--- config.mk ---
export PLATFORM = sky130hd
export DESIGN_NAME = sseg_scan_mux
export DESIGN_NICKNAME = d
export VERILOG_FILES = /design/src/rtl/sseg_pkg.sv /design/src/rtl/bcd_to_sseg.sv /design/src/rtl/sseg_scan_mux.sv
export SDC_FILE = /design/constraint.sdc
export NUM_CORES = 1
export LEC_CHECK = 0
export CORE_UTILIZATION = 45
export CTS_BUF_LIST = sky130_fd_sc_hd__clkbuf_16
export CTS_CLUSTER_DIAMETER = 80
export DETAILED_ROUTE_END_ITERATION = 10
export PLACE_DENSITY = 0.68
export SLEW_MARGIN = 20
export SYNTH_ARGS = -nofsm -noshare
export SYNTH_HDL_FRONTEND = slang
export SYNTH_SLANG_ARGS = --single-unit
export TNS_END_PERCENT = 20
--- constraint.sdc ---
create_clock -name clk -period 2.69 [get_ports clk]
set_clock_uncertainty 0.05 [all_clocks]
set_input_delay 0.4035 -clock clk [delete_from_list [all_inputs] [get_ports clk]]
set_output_delay 0.4035 -clock clk [all_outputs]
set_load 0.02 [all_outputs]
--- src/rtl/sseg_pkg.sv ---
// Shared segment definitions for the seven-segment scan multiplexer.
// Segment vectors are active-low, ordered {g,f,e,d,c,b,a}.
package sseg_pkg;

    localparam int unsigned BCD_W = 4;
    localparam int unsigned SEG_W = 7;

    // Bit order of a segment vector, MSB first
    typedef struct packed {
        logic g;
        logic f;
        logic e;
        logic d;
        logic c;
        logic b;
        logic a;
    } seg_t;

    localparam seg_t SEG_0    = 7'b1000000;
    localparam seg_t SEG_1    = 7'b1111001;
    localparam seg_t SEG_2    = 7'b0100100;
    localparam seg_t SEG_3    = 7'b0110000;
    localparam seg_t SEG_4    = 7'b0011001;
    localparam seg_t SEG_5    = 7'b0010010;
    localparam seg_t SEG_6    = 7'b0000010;
    localparam seg_t SEG_7    = 7'b1111000;
    localparam seg_t SEG_8    = 7'b0000000;
    localparam seg_t SEG_9    = 7'b0010000;
    localparam seg_t SEG_DASH = 7'b0111111;
    localparam seg_t SEG_OFF  = 7'b1111111;

endpackage

--- src/rtl/bcd_to_sseg.sv ---
// Combinational BCD to active-low seven-segment decoder.
// Codes A-F are shown as a dash so a corrupted counter is visible.
module bcd_to_sseg
    import sseg_pkg::*;
(
    input  logic [3:0] bcd,
    output logic [6:0] seg_c
);

    seg_t pattern;

    always_comb begin
        pattern = SEG_DASH;
        case (bcd)
            4'd0:    pattern = SEG_0;
            4'd1:    pattern = SEG_1;
            4'd2:    pattern = SEG_2;
            4'd3:    pattern = SEG_3;
            4'd4:    pattern = SEG_4;
            4'd5:    pattern = SEG_5;
            4'd6:    pattern = SEG_6;
            4'd7:    pattern = SEG_7;
            4'd8:    pattern = SEG_8;
            4'd9:    pattern = SEG_9;
            default: pattern = SEG_DASH;
        endcase
    end

    assign seg_c = pattern;

endmodule

--- src/rtl/sseg_scan_mux.sv ---
// Time-multiplexed seven-segment driver with tear-free frame capture.
// Optional leading-zero blanking is enabled with `define LEADING_ZERO_BLANK_EN.
module sseg_scan_mux
    import sseg_pkg::*;
#(
    parameter int unsigned NUM_DIGITS  = 4,
    parameter int unsigned REFRESH_DIV = 100000
) (
    input  logic                        clk,
    input  logic                        reset_n,
    input  logic                        enable,
    input  logic [BCD_W*NUM_DIGITS-1:0] digits,
    input  logic [NUM_DIGITS-1:0]       dp_mask,
    output logic [NUM_DIGITS-1:0]       an,
    output logic [SEG_W-1:0]            sseg,
    output logic                        dp,
    output logic                        frame_tick
);

    localparam int unsigned CNT_W = $clog2(REFRESH_DIV);
    localparam int unsigned IDX_W = $clog2(NUM_DIGITS);
    localparam logic [CNT_W-1:0] CNT_LAST = CNT_W'(REFRESH_DIV - 1);
    localparam logic [IDX_W-1:0] IDX_LAST = IDX_W'(NUM_DIGITS - 1);

    logic [CNT_W-1:0]                  cnt_q,  cnt_d;
    logic [IDX_W-1:0]                  idx_q,  idx_d;
    logic [NUM_DIGITS-1:0][BCD_W-1:0]  shadow_q, shadow_d;
    logic [NUM_DIGITS-1:0]             shadow_dp_q, shadow_dp_d;
    logic [NUM_DIGITS-1:0]             an_q,   an_d;
    logic [SEG_W-1:0]                  sseg_q, sseg_d;
    logic                              dp_q,   dp_d;
    logic                              frame_tick_q, frame_tick_d;

    logic                              tc_c;
    logic                              wrap_c;
    logic [BCD_W-1:0]                  cur_bcd_c;
    logic [SEG_W-1:0]                  cur_seg_c;
    logic [NUM_DIGITS-1:0]             blank_c;

    assign tc_c      = (cnt_q == CNT_LAST);
    assign wrap_c    = tc_c && (idx_q == IDX_LAST);
    assign cur_bcd_c = shadow_q[idx_q];

    bcd_to_sseg u_bcd_to_sseg (
        .bcd   (cur_bcd_c),
        .seg_c (cur_seg_c)
    );

`ifdef LEADING_ZERO_BLANK_EN
    logic zero_run_c;

    // Walk down from the top digit; blanking stops at the first nonzero or dp digit
    always_comb begin
        blank_c    = '0;
        zero_run_c = 1'b1;
        for (int i = NUM_DIGITS - 1; i >= 1; i--) begin
            zero_run_c = zero_run_c && (shadow_q[i] == 4'd0) && !shadow_dp_q[i];
            blank_c[i] = zero_run_c;
        end
    end
`else
    assign blank_c = '0;
`endif

    // Next-state and registered-output computation
    always_comb begin
        cnt_d        = cnt_q;
        idx_d        = idx_q;
        shadow_d     = shadow_q;
        shadow_dp_d  = shadow_dp_q;
        an_d         = '1;
        sseg_d       = SEG_OFF;
        dp_d         = 1'b1;
        frame_tick_d = 1'b0;

        if (enable) begin
            an_d   = blank_c[idx_q] ? '1 : ~(NUM_DIGITS'(1) << idx_q);
            sseg_d = cur_seg_c;
            dp_d   = ~shadow_dp_q[idx_q];

            cnt_d = tc_c ? '0 : cnt_q + 1'b1;
            if (tc_c) begin
                idx_d = wrap_c ? '0 : idx_q + 1'b1;
            end

            // Capture only at the frame boundary so a frame never tears
            if (wrap_c) begin
                shadow_d     = digits;
                shadow_dp_d  = dp_mask;
                frame_tick_d = 1'b1;
            end
        end
    end

    always_ff @(posedge clk or negedge reset_n) begin
        if (!reset_n) begin
            cnt_q        <= '0;
            idx_q        <= '0;
            shadow_q     <= '0;
            shadow_dp_q  <= '0;
            an_q         <= '1;
            sseg_q       <= SEG_OFF;
            dp_q         <= 1'b1;
            frame_tick_q <= 1'b0;
        end else begin
            cnt_q        <= cnt_d;
            idx_q        <= idx_d;
            shadow_q     <= shadow_d;
            shadow_dp_q  <= shadow_dp_d;
            an_q         <= an_d;
            sseg_q       <= sseg_d;
            dp_q         <= dp_d;
            frame_tick_q <= frame_tick_d;
        end
    end

    assign an         = an_q;
    assign sseg       = sseg_q;
    assign dp         = dp_q;
    assign frame_tick = frame_tick_q;

endmodule
### After elaboration in Yosys (flattened, before gate mapping)

Memory sizes are Yosys's and may differ from the RTL's.
Index checks and enable logic that the tools add are counted.

* register bits after elaboration: 52
* memory bits (read-only): 112
* output and inout bits: 13
* word-level logic and storage cells: 37
* memories kept: 1

Memory list
* (name not given): words 16, width 7, read ports 1, clocked after memory_dff 0, write ports 0, RTL line bcd_to_sseg.sv:14 `case (bcd)`

* add/sub/neg operators: 2
* order comparisons: 1
* eq/ne operators: 2
* shift operators: 1
* multiplexer cells: 14
* bitwise operators: 2
* reductions and logical operators: 3

Operators with widths (number)
* $add A17 B1 Y17 const B: 1
* $eq A17 B17 Y1 const B: 1
* $mux W17: 1
* $mux W4: 3
* $bmux W4 S2: 1
* $mux W7: 1
* $mux W1: 5
* $bmux W1 S2: 2
* $not A4 Y4: 1
* $reduce_and A2 Y1: 2
* $shl A1 B2 Y4 const A: 1
* $lt A2 B3 Y1 const B: 1
* $add A2 B1 Y2 const B: 1
* $eq A2 B2 Y1 const B: 1
* $mux W2: 1
* $logic_and A1 B1 Y1: 1
* $not A1 Y1: 1

### Logic depth before layout (Yosys ltp)

* depth after elaboration: 4
* gate-level depth with buffers: 8

### Hierarchy

Synthesis repeated with hierarchy kept, for this count alone.

* cell total of the unflattened synthesis: 207
* area, all modules: 2518.7 um2

Modules (own cells, without submodules)
* sseg_scan_mux: times used 1, cells each 176, area each 2278.4 um2, sequential area each 1316.3 um2
* bcd_to_sseg: times used 1, cells each 31, area each 240.2 um2, sequential area each 0.0 um2

### Least setup slack after synthesis

OpenSTA, ideal clock, no wires.

* path kind: reg2reg
* start: reg cnt_q[0]
* end: reg shadow_dp_q[0]
* setup time: 0.125 ns
* arrival: 1.874 ns
* setup slack: 0.640 ns
* cell stages (with the launch flop): 7
* buffers on the path: 1
* period minus slack after synthesis: 2.050 ns
* path through: dfrtp_1 > ha_1 > nand2_2 > or4_4 > nor3_4 > buf_6 > mux2_4

* longest elaborated chain between the ends: 3

Ends and longest elaborated chain
* start, declared: RTL line sseg_scan_mux.sv:25 `logic [CNT_W-1:0] cnt_q, cnt_d;`
* start signal, assigned: RTL line sseg_scan_mux.sv:106 `cnt_q <= cnt_d;`
* $eq A17 B17 Y1: RTL line sseg_scan_mux.sv:40 `assign tc_c = (cnt_q == CNT_LAST);`
* $logic_and A1 B1 Y1: RTL line sseg_scan_mux.sv:41 `assign wrap_c = tc_c && (idx_q == IDX_LAST);`
* $reduce_and A2 Y1 (no source line)
* end signal, assigned: RTL line sseg_scan_mux.sv:109 `shadow_dp_q <= shadow_dp_d;`
* end, declared: RTL line sseg_scan_mux.sv:28 `logic [NUM_DIGITS-1:0] shadow_dp_q, shadow_dp_d;`

Every way passes these cells.
A chain may end at the register's enable or synchronous reset.

### Worst setup path in the final report

* start: reg cnt_q[0]
* end: reg shadow_q[3] (netlist bit)

* longest elaborated chain between the ends: 3

Ends and longest elaborated chain
* $eq A17 B17 Y1: RTL line sseg_scan_mux.sv:40
* $logic_and A1 B1 Y1: RTL line sseg_scan_mux.sv:41
* $reduce_and A2 Y1 (no source line)
* end signal, assigned: RTL line sseg_scan_mux.sv:108 `shadow_q <= shadow_d;`
* end, declared: RTL line sseg_scan_mux.sv:27 `logic [NUM_DIGITS-1:0][BCD_W-1:0] shadow_q, shadow_d;`

Every way passes these cells.

==> out/qor.log <==
[status] outcome completed
[clock_network] Max clock buf depth 2
[final_layout] fill cell total of the finished layout 464
[worst_setup_path] critical path launch point type flip-flop
[die] area inside the core boundary 5540 µm²
[power] worst supply voltage drop on vdd 0.290 mV
[grt] vias in the first global route 1633
[synthesis] most used standard cells in the synthesized netlist 40 x dfrtp_1, 20 x mux2_4, 14 x nand2_1
[synthesis] Post-Syn Instances 201
[clock_network] number of buffers created by CTS 5
[route] number of DRC markers in iteration 0 106
[timing] clock period minus worst slack 2240 ps
[die] std cell rows 27
[power] pwr/cell area 584 nW/µm²
[clock_network] Worst-path clk slew 70 ps
[job] number of violations of the max-capacitance limit 0
[timing] number of failing hold endpoints at the final stage 0
[timing] number of max-slew violations in the final report 0
[grt] wire length of the first global-routing pass 7770 µm
[synthesis] Post-synth top flop dfrtp_1
[route] 1st-pass router iterations 6
[synthesis] sequential-to-total area share from yosys stat 50.8%
[synthesis] fraction of post-synthesis cell area in the top cell type by area 38.6%
[worst_hold_path] Hold WC Path Type primary input to asynchronous set/reset pin
[synthesis] fraction of registers with async set/reset 100%
[final_layout] antenna diode count 0
[worst_setup_path] largest incremental delay on the critical path 530 ps
[clock_network] count of hold-fix buffers inserted at cts 1
[synthesis] average cell area after synthesis 12.9 µm²
[die] Die Outline Area 6060 µm²
[synthesis] count leader, synth dfrtp_1
[placement] detailed placer's ending HPWL 3260 µm
[clock_network] number of instances resized during post-cts repair 0
[worst_setup_path] cell with the largest stage delay on the worst path or4_4
[die] Starting Density 46.7%
[grt] global route overflow 0
[synthesis] net count of the mapped netlist 235
[timing] final setup fails 0
[synthesis] number of warnings reported in the yosys synthesis log 0
[grt] antenna violations before repair 0
[synthesis] number of synthesized flops with an enable pin 0
[timing] Total Negative Setup Slacks 0 ps
[timing] period utilisation layout 83.2%
[clock_network] total setup buffers inserted after CTS 0
[route] total vias in the final route 1648
[synthesis] total of flip-flops plus latches after synthesis 52
[final_layout] net total in the final layout 280
[timing] maximum clock rate 447 MHz
[route] detail-routed net length per standard cell 14.4 µm
[worst_setup_path] data required time at the worst endpoint 2820 ps
[clock_network] number of H-tree levels 2
[route] number of vias per cell after detailed routing 5.17
[synthesis] Post-Syn Area 2590 µm²
[final_layout] Area Growth Syn to Fin 24.9%
[die] number of top-level design ports 36
[timing] Slew HR 67.2%
[worst_setup_path] Worst Setup End Kind flip-flop
[route] Routed Antenna Nets 0
[synthesis] unique cell type count in the Yosys netlist 44
[power] Leak Pwr 1.44 nW
[timing] Final WS setup 451 ps
[worst_setup_path] type of the worst setup path flip-flop to flip-flop
[placement] quantity of I/O buffers inserted on ports 35
[timing] RSZ-0062 raised after global routing false
[clock_network] CTS sink cnt 52
[worst_setup_path] CP cell instances ha_1 > nand2_2 > or4_4 > nor3_4 > buf_12 > mux2_4
[worst_setup_path] Reg2Reg Depth 6
[clock_network] root buf cell clkbuf_16
[timing] Worst Tran Pin Value 488 ps
[die] Die Span X 77.9 µm
[clock_network] source-to-sink clock delay at the later pin of the worst-skew pair 290 ps
[route] count of unresolved DRC violations after routing 0
[die] Die Height 77.9 µm
[placement] pre-CTS worst setup slack 320 ps
[final_layout] fraction of layout cells with a size suffix above 1 27.5%
[placement] Final Wtd Congestion 0.796
[synthesis] top cells by area, synth dfrtp_1 39%, dfstp_2 12%, mux2_4 12%
[worst_setup_path] maximum net fanout on the critical path 20
[worst_setup_path] data arrival at the endpoint of the critical path 2370 ps
[clock_network] CTS tree built
[route] total length of routed wires 4580 µm
[grt] global-route total usage across every layer 16.7%
[synthesis] leading area contributor after synthesis dfrtp_1
[grt] largest net degree at the start of global routing 22
-- metrics by stage --
step	cell area (µm²)	total power, mW	std cells	hold slack (ps)	utilization [%]
floorplan	2590	1.06	201	57.9	-
global placement	3050	1.16	310	234	55.1
detailed placement	3050	1.17	310	237	55.1
CTS	3240	1.90	319	458	58.4
global route	3240	1.97	319	478	58.4
finish	3240	1.89	319	461	58.4
-- cell families (layout without fill, tap and decap cells) --
family	Yosys count	count (layout)	share of synthesized area, %
buffers and inverters	16	62	2.99
flip-flops	52	52	50.8
adder cells (fa/ha/maj)	11	11	5.31
multiplexers	32	32	18.8
AO/OA/AOI/OAI	18	18	4.30
XOR/XNOR	11	11	3.72
AND/OR/NAND/NOR	61	61	14.0
-- cell usage in the layout, fill, tap and decap left out, types with 4 or more instances in the layout --
master	synthesis	final
nand4_1	4	4
xor2_1	6	6
clkbuf_16	0	5
xnor2_1	5	5
a21oi_1	5	5
mux4_2	5	5
dfstp_2	12	12
nand3_1	8	8
dfrtp_1	40	40
mux2_4	20	20
mux2_2	4	4
ha_1	11	11
inv_1	11	11
nand2_1	14	14
nor2_1	8	8
clkdlybuf4s50_1	0	34
buf_4	0	6
o21ai_0	6	6
-- per-layer routing --
| layer | wire (µm) | GRT usage (%) |
|---|---|---|
| met3 | 124 | 3.18 |
| met2 | 2110 | 26.5 |
| met4 | 52 | 6.04 |
| met5 | 0 | 0 |
| met1 | 2290 | 22.9 |
-- final timing paths --
path / start / end / slack, ps
setup / recovery: cnt_q[0] / shadow_q[3] / 450
setup reg to reg: cnt_q[0] / shadow_q[3] / 450
min in group clk: shadow_q[5] / shadow_q[5] / 460
hold / removal: reset_n / shadow_q[9] / 460
hold reg to reg: shadow_q[5] / shadow_q[5] / 460
max in group asynchronous: reset_n / dp / 1520
-- sequential cells by signal, summed over array words and instances (netlist names) --
register	cells
sseg	7
frame_tick	1
shadow_q	16
an	4
shadow_dp_q	4
dp	1
idx_q	2
cnt_q	17
-- area by class of cell --
type | instances | area (µm²) | area share (%)
flip-flops and latches | 52 | 1320 | 40.7
clock inverters | 3 | 46.3 | 1.43
repair buffers | 43 | 420 | 13.0
clock buffers | 5 | 125 | 3.87
multi-input cells | 133 | 1200 | 37.0
inverters | 11 | 41.3 | 1.28
well taps | 72 | 90.1 | 2.78
-- worst max-delay path, delay by kind of cell, from the launching register on --
family	cells	cell delay [ps]
simple gates	3	840
fa+ha+maj	1	280
buf+inv	1	220
mux	1	320
flops	1	410
-- power breakdown --
part	switching [mW]	internal, mW
Sequential	0.0743	0.842
Combinational	0.115	0.129
Clock	0.289	0.442
No activity file was read; power rests on OpenSTA's default activity.
